**config.mk**
```make
export PLATFORM = sky130hd
export DESIGN_NAME = demux_stream
export DESIGN_NICKNAME = d
export VERILOG_FILES = /design/src/rtl/demux_stream.sv
export SDC_FILE = /design/constraint.sdc
export NUM_CORES = 1
export LEC_CHECK = 0
export CORE_AREA = 3 3 125 91
export CTS_BUF_LIST = sky130_fd_sc_hd__clkbuf_16
export CTS_CLUSTER_DIAMETER = 80
export DETAILED_ROUTE_END_ITERATION = 12
export DIE_AREA = 0 0 128 94
export HOLD_SLACK_MARGIN = 0.15
export PLACE_DENSITY = 0.75
export SYNTH_ARGS = -nofsm -noshare
export SYNTH_HDL_FRONTEND = slang
export SYNTH_SLANG_ARGS = --single-unit
```
**constraint.sdc**
```tcl
create_clock -name clk -period 1.8 [get_ports clk]
set_input_delay 0.18 -clock clk [delete_from_list [all_inputs] [get_ports clk]]
set_output_delay 0.18 -clock clk [all_outputs]
set_load 0.1 [all_outputs]
```
**src/rtl/demux_stream.sv**
```systemverilog
// demux_stream: routes one input stream to N_OUT show-ahead FIFO channels.
// Ports: clk/rst_n, in_valid/in_ready/in_sel/in_data, out_valid/out_ready/out_data, err_sel, drop_cnt.
module demux_stream #(
  parameter int DATA_W    = 8,
  parameter int N_OUT     = 4,
  parameter int SEL_W     = 2,
  parameter int DEPTH     = 2,
  parameter int HOLD_LAST = 1
) (
  input  logic                    clk,
  input  logic                    rst_n,
  input  logic                    in_valid,
  output logic                    in_ready,
  input  logic [SEL_W-1:0]        in_sel,
  input  logic [DATA_W-1:0]       in_data,
  output logic [N_OUT-1:0]        out_valid,
  input  logic [N_OUT-1:0]        out_ready,
  output logic [N_OUT*DATA_W-1:0] out_data,
  output logic                    err_sel,
  output logic [7:0]              drop_cnt
);

  localparam int PW = $clog2(DEPTH);
  localparam logic [PW:0] CNT_FULL = (PW+1)'(DEPTH);
  localparam logic [SEL_W:0] SEL_LIM = (SEL_W+1)'(N_OUT);

  logic [DATA_W-1:0] r_mem  [N_OUT][DEPTH];
  logic [PW-1:0]     r_wptr [N_OUT];
  logic [PW-1:0]     r_rptr [N_OUT];
  logic [PW:0]       r_cnt  [N_OUT];
  logic [DATA_W-1:0] r_hold [N_OUT];
  logic              r_err;
  logic [7:0]        r_drop;

  logic              w_sel_ok;
  logic              w_sel_full;
  logic              w_acc;
  logic [N_OUT-1:0]  w_push;
  logic [N_OUT-1:0]  w_pop;

  always_comb begin
    w_sel_ok   = {1'b0, in_sel} < SEL_LIM;
    w_sel_full = 1'b0;
    for (int i = 0; i < N_OUT; i++) begin
      if (in_sel == SEL_W'(i))
        w_sel_full = (r_cnt[i] == CNT_FULL);
    end
    // Out-of-range selects are always accepted so they can be dropped.
    in_ready = w_sel_ok ? !w_sel_full : 1'b1;
    w_acc    = in_valid && in_ready;
    for (int i = 0; i < N_OUT; i++) begin
      w_push[i] = w_acc && w_sel_ok && (in_sel == SEL_W'(i));
      // Pop only decided on pre-edge occupancy: no push-to-pop bypass.
      w_pop[i]  = (r_cnt[i] != '0) && out_ready[i];
    end
  end

  always_ff @(posedge clk or negedge rst_n) begin
    if (!rst_n) begin
      for (int i = 0; i < N_OUT; i++) begin
        r_wptr[i] <= '0;
        r_rptr[i] <= '0;
        r_cnt[i]  <= '0;
        r_hold[i] <= '0;
        for (int j = 0; j < DEPTH; j++)
          r_mem[i][j] <= '0;
      end
      r_err  <= 1'b0;
      r_drop <= '0;
    end else begin
      for (int i = 0; i < N_OUT; i++) begin
        if (w_push[i]) begin
          r_mem[i][r_wptr[i]] <= in_data;
          r_wptr[i]           <= r_wptr[i] + 1'b1;
        end
        if (w_pop[i]) begin
          r_rptr[i] <= r_rptr[i] + 1'b1;
          if (HOLD_LAST != 0)
            r_hold[i] <= r_mem[i][r_rptr[i]];
        end
        r_cnt[i] <= r_cnt[i]
                  + {{PW{1'b0}}, w_push[i]}
                  - {{PW{1'b0}}, w_pop[i]};
      end
      r_err <= w_acc && !w_sel_ok;
      if (w_acc && !w_sel_ok && r_drop != 8'hFF)
        r_drop <= r_drop + 8'd1;
    end
  end

  for (genvar g = 0; g < N_OUT; g++) begin : g_out
    assign out_valid[g] = (r_cnt[g] != '0);
    assign out_data[g*DATA_W +: DATA_W] =
      out_valid[g] ? r_mem[g][r_rptr[g]] : r_hold[g];
  end

  assign err_sel  = r_err;
  assign drop_cnt = r_drop;

endmodule
```
Word-level counts from Yosys, hierarchy flattened. Index checks and enable logic that the tools add are counted.

Flip-flop bits (word level): 112. Input bits: 17. Output and inout port bits: 46. Word-level logic and storage cells: 118.

Add/subtract/negate cells: 16. $lt $le $gt $ge: 12. Eq/ne operators: 7. Multiplexer cells: 32. Bitwise logic cells: 8. Reductions and logical operators: 19.

Operator list (count): $mux W8 (20); $bwmux W16 (4); $demux W8 S1 (4); $ge A2 B2 Y1 const B (8); $not A1 Y2 (8); $logic_and A1 B1 Y1 (13); $eq A2 B2 Y1 const B (6); $add A1 B1 Y1 const B (8); $add A2 B1 Y2 (4); $lt A2 B1 Y1 const B (4); $reduce_bool A2 Y1 (4); $sub A2 B1 Y2 (4); $mux W1 (4); $eq A2 B1 Y1 const B (1); $logic_not A2 Y1 (1); $logic_not A1 Y1 (1).

Logic depth before layout (Yosys ltp).
Depth in word-level cells: 10. Depth in mapped cells: 8. Depth with buffers taken out: 7.

Worst setup path after synthesis. Ideal clock, no wire load.

Kind: register to output. Start point: register r_cnt[3] (netlist bit). End point: output out_data[22]. Arrival time: 3.336 ns. Required time: 1.620 ns. Slack: -1.716 ns. Cell stages (with the launch flop): 6. Path buffers: 2. Cell sequence: dfrtp_1 -> or2_2 -> clkbuf_1 -> clkbuf_1 -> nor2_1 -> a21oi_1.

Cells in the longest elaborated chain, start to end: 2.

Ends and longest elaborated chain: start, declared (RTL line 30) `logic [PW:0] r_cnt [N_OUT];`; start signal, assigned by index (RTL line 81) `r_cnt[i] <= r_cnt[i]`; $reduce_bool A2 Y1 (RTL line 92) `assign out_valid[g] = (r_cnt[g] != '0);`; named net out_valid[2] (RTL line 16) `output logic [N_OUT-1:0] out_valid,`; $mux W8 (RTL line 94) `out_valid[g] ? r_mem[g][r_rptr[g]] : r_hold[g];`; end, declared (RTL line 18) `output logic [N_OUT*DATA_W-1:0] out_data,`.

The timed path passes the listed nets, and every way through them passes these cells.

Worst setup path in the final report.
Start point: register r_cnt[2] (netlist bit). End point: output in_ready.

Cells in the longest elaborated chain, start to end: 4.

Ends and longest elaborated chain: $eq A2 B2 Y1 (RTL line 46) `w_sel_full = (r_cnt[i] == CNT_FULL);`; $mux W1 (2 in a row) (RTL line 45) `if (in_sel == SEL_W'(i))`; $logic_not A1 Y1 (RTL line 49) `in_ready = w_sel_ok ? !w_sel_full : 1'b1;`; end, declared (RTL line 13) `output logic in_ready,`.

Every way passes these cells.

==> metrics.txt <==
HP Class in -> async; final hold violation count 0; Die Ht 94 um; Starting DRT DRC Count 202; fillers 702; grt ovf 0; clock sinks 112; fin crit share 106%; Ports 63; post-synth top area cell dfrtp_1; Critical Path RT 1.62 ns; DR pass1 iterations 4; Cells after Synth 429; total number of vias 3498; H-Tree Level Count 3; Via density 5.33; Reg2Reg Launch Point r_cnt[3]; total CTS buffers 9; gpl congestion 0.766; drc violations 0; CP Max Fanout 4; Seq cells post-synth 112; n_diodes 0; Synth warnings 0; P&R area growth vs syn 45.3%; failing checks negative setup slack; Final Net Count 544; Max Slew Vio Count 0; die width 128 um; CTS tree built; dpl cell area 0.00673 sq mm; area share of the largest cell type after synthesis 54.8%; mux share of post-synthesis cell area 21.5%; Critical Path End Type primary output; pre-CTS setup slack -0.257 ns; # Max-Cap Violations 0; crit-path max cell delay 0.50 ns; vias in the first global route 3804; share of cells above drive strength 1 48.9%; Longest Clk Path Bufs 2; full die area 0.0120 sq mm; clk slew on worst S/H paths 0.07 ns; CP arrival 1.72 ns; simple-gate share of the synthesized area 8.73%; Synth area leaders dfrtp_1 (55%), mux2_2 (12%), mux2i_1 (6.3%), a21oi_1 (3.1%), o21ai_0 (3.1%); WL/cell 18.1 um; core area 0.0102 sq mm; Critical Path, Cell by Cell buf_6 -> nand2b_4 -> mux4_2 -> buf_12; Detail Route Antenna Nets 0; final worst slack -0.101 ns; Tmin final 1.90 ns; Critical Path Source Type register; most common cell after layout, fill and taps aside dfrtp_1; Mapped Avg Cell Area 11.9 sq um; Site Rows 31; RSZ-0062 raised after global routing true; Synth Area in Compound Gates 6.65%; main combinational cell family by area after synthesis multiplexers; largest net degree at the start of global routing 39; post-synthesis adder-cell area fraction 1.96%; # setup viols final 11; initial antenna violation count 0; sequential share of the synthesized area 54.8%; fin area 0.00743 sq mm; f_max 526 MHz; Mapped Area 0.00511 sq mm; commonest non-fill, non-tap cells in the layout dfrtp_1 (108), mux2_2 (56), buf_12 (43); first-pass GRT wire length 19.2 mm; Critical-path top delay cell mux4_2; IO Port Bufs 53; clock latency on the worst-skew pair 0.35 ns; xor/xnor share of the synthesized area 2.74%; clock skew 0.00707 ns; CP Class reg -> out; Critical Path Start r_cnt[2]; root buffer cell clkbuf_16; status complete, but fails checks; GRT Util Overall 20.5%; Initial Util 50.0%; DP Wirelength 7.59 mm; Cell variety after synth 32; Post-Route WL 11.9 mm
[critical path: cells and delay by family, from the launching register on]
kind                   cells  cell delay, ns
multiplexers               1            0.50
flip-flops                 1            0.42
buffers and inverters      2            0.33
AND/OR/NAND/NOR            1            0.13
[layer usage]
metal | GRT usage (%) | share of wire, %
met3 | 4.60 | 3.2
met2 | 34.6 | 50
met5 | 0 | 0
met4 | 5.30 | 1.0
met1 | 26.8 | 46
[kinds of logic (layout without fill, tap and decap cells)]
kind of cell,after synthesis,in the layout
compound gates,68,68
xor+xnor,16,16
fa+ha+maj,8,8
buf+inv,37,121
flops,112,112
mux,97,97
other cells,1,9
simple gates,90,93
[state kept, by name, indices dropped and copies added, names as in the netlist]
name    count
r_rptr      4
r_wptr      4
r_mem      64
r_hold     32
r_cnt       8
[synthesized netlist by cell type, drive strengths merged]
master,count
a21oi,32
and2b,1
and4,1
buf,15
clkbuf,14
conb,1
dfrtp,112
ha,8
inv,8
mux2,64
mux2i,32
mux4,1
nand2,33
nand2b,4
nand3,2
nand4,3
nand4b,2
nor2,34
nor2b,2
nor4b,2
o21ai,36
or2,4
or3,1
or4,1
xnor2,16
[timing repair]
item                                   CTS  global route
resized for setup                       44            29
gates cloned                             2             2
hold buffers                             1             0
pin swaps                                6            10
setup buffers                           12             1
setup endpoints to repair               34            38
endpoints found under the hold margin  112             0
[cell type report]
cell class	instances	area (sq um)	area share (%)
sequential	112	2810	37.8
multi-input combinational	291	2800	37.6
timing repair buffer	97	1350	18.1
clock buffer	9	225	3.03
tap	132	165	2.22
clock inverter	7	62.6	0.842
inverter	8	30.0	0.404
[worst paths after layout]
path,slack (ns),end,cells past startpoint
max in group asynchronous,0.98,r_mem[55],3
min in group clk,0.49,r_wptr[2],1
worst min register to register,0.49,r_wptr[2],1
worst min-delay path,0.26,r_hold[27],2
worst max-delay path,-0.10,in_ready,4
worst max register to register,0.03,r_cnt[3],7
[metrics by stage]
stage | utilization (%) | hold WS [ns] | cells | setup TNS, ns
2_1_floorplan | - | -0.116 | 437 | -0.425
3_3_place_gp | 65.8 | 0.0766 | 622 | -2.51
3_5_place_dp | 65.8 | 0.0802 | 622 | -3.65
4_1_cts | 71.2 | 0.253 | 653 | -1.02
5_1_grt | 72.6 | 0.284 | 656 | -1.50
6_report | 72.6 | 0.261 | 656 | -0.782
Power is not shown: default switching activity piles up to over one toggle a cycle in this logic, so the estimate is an artifact.
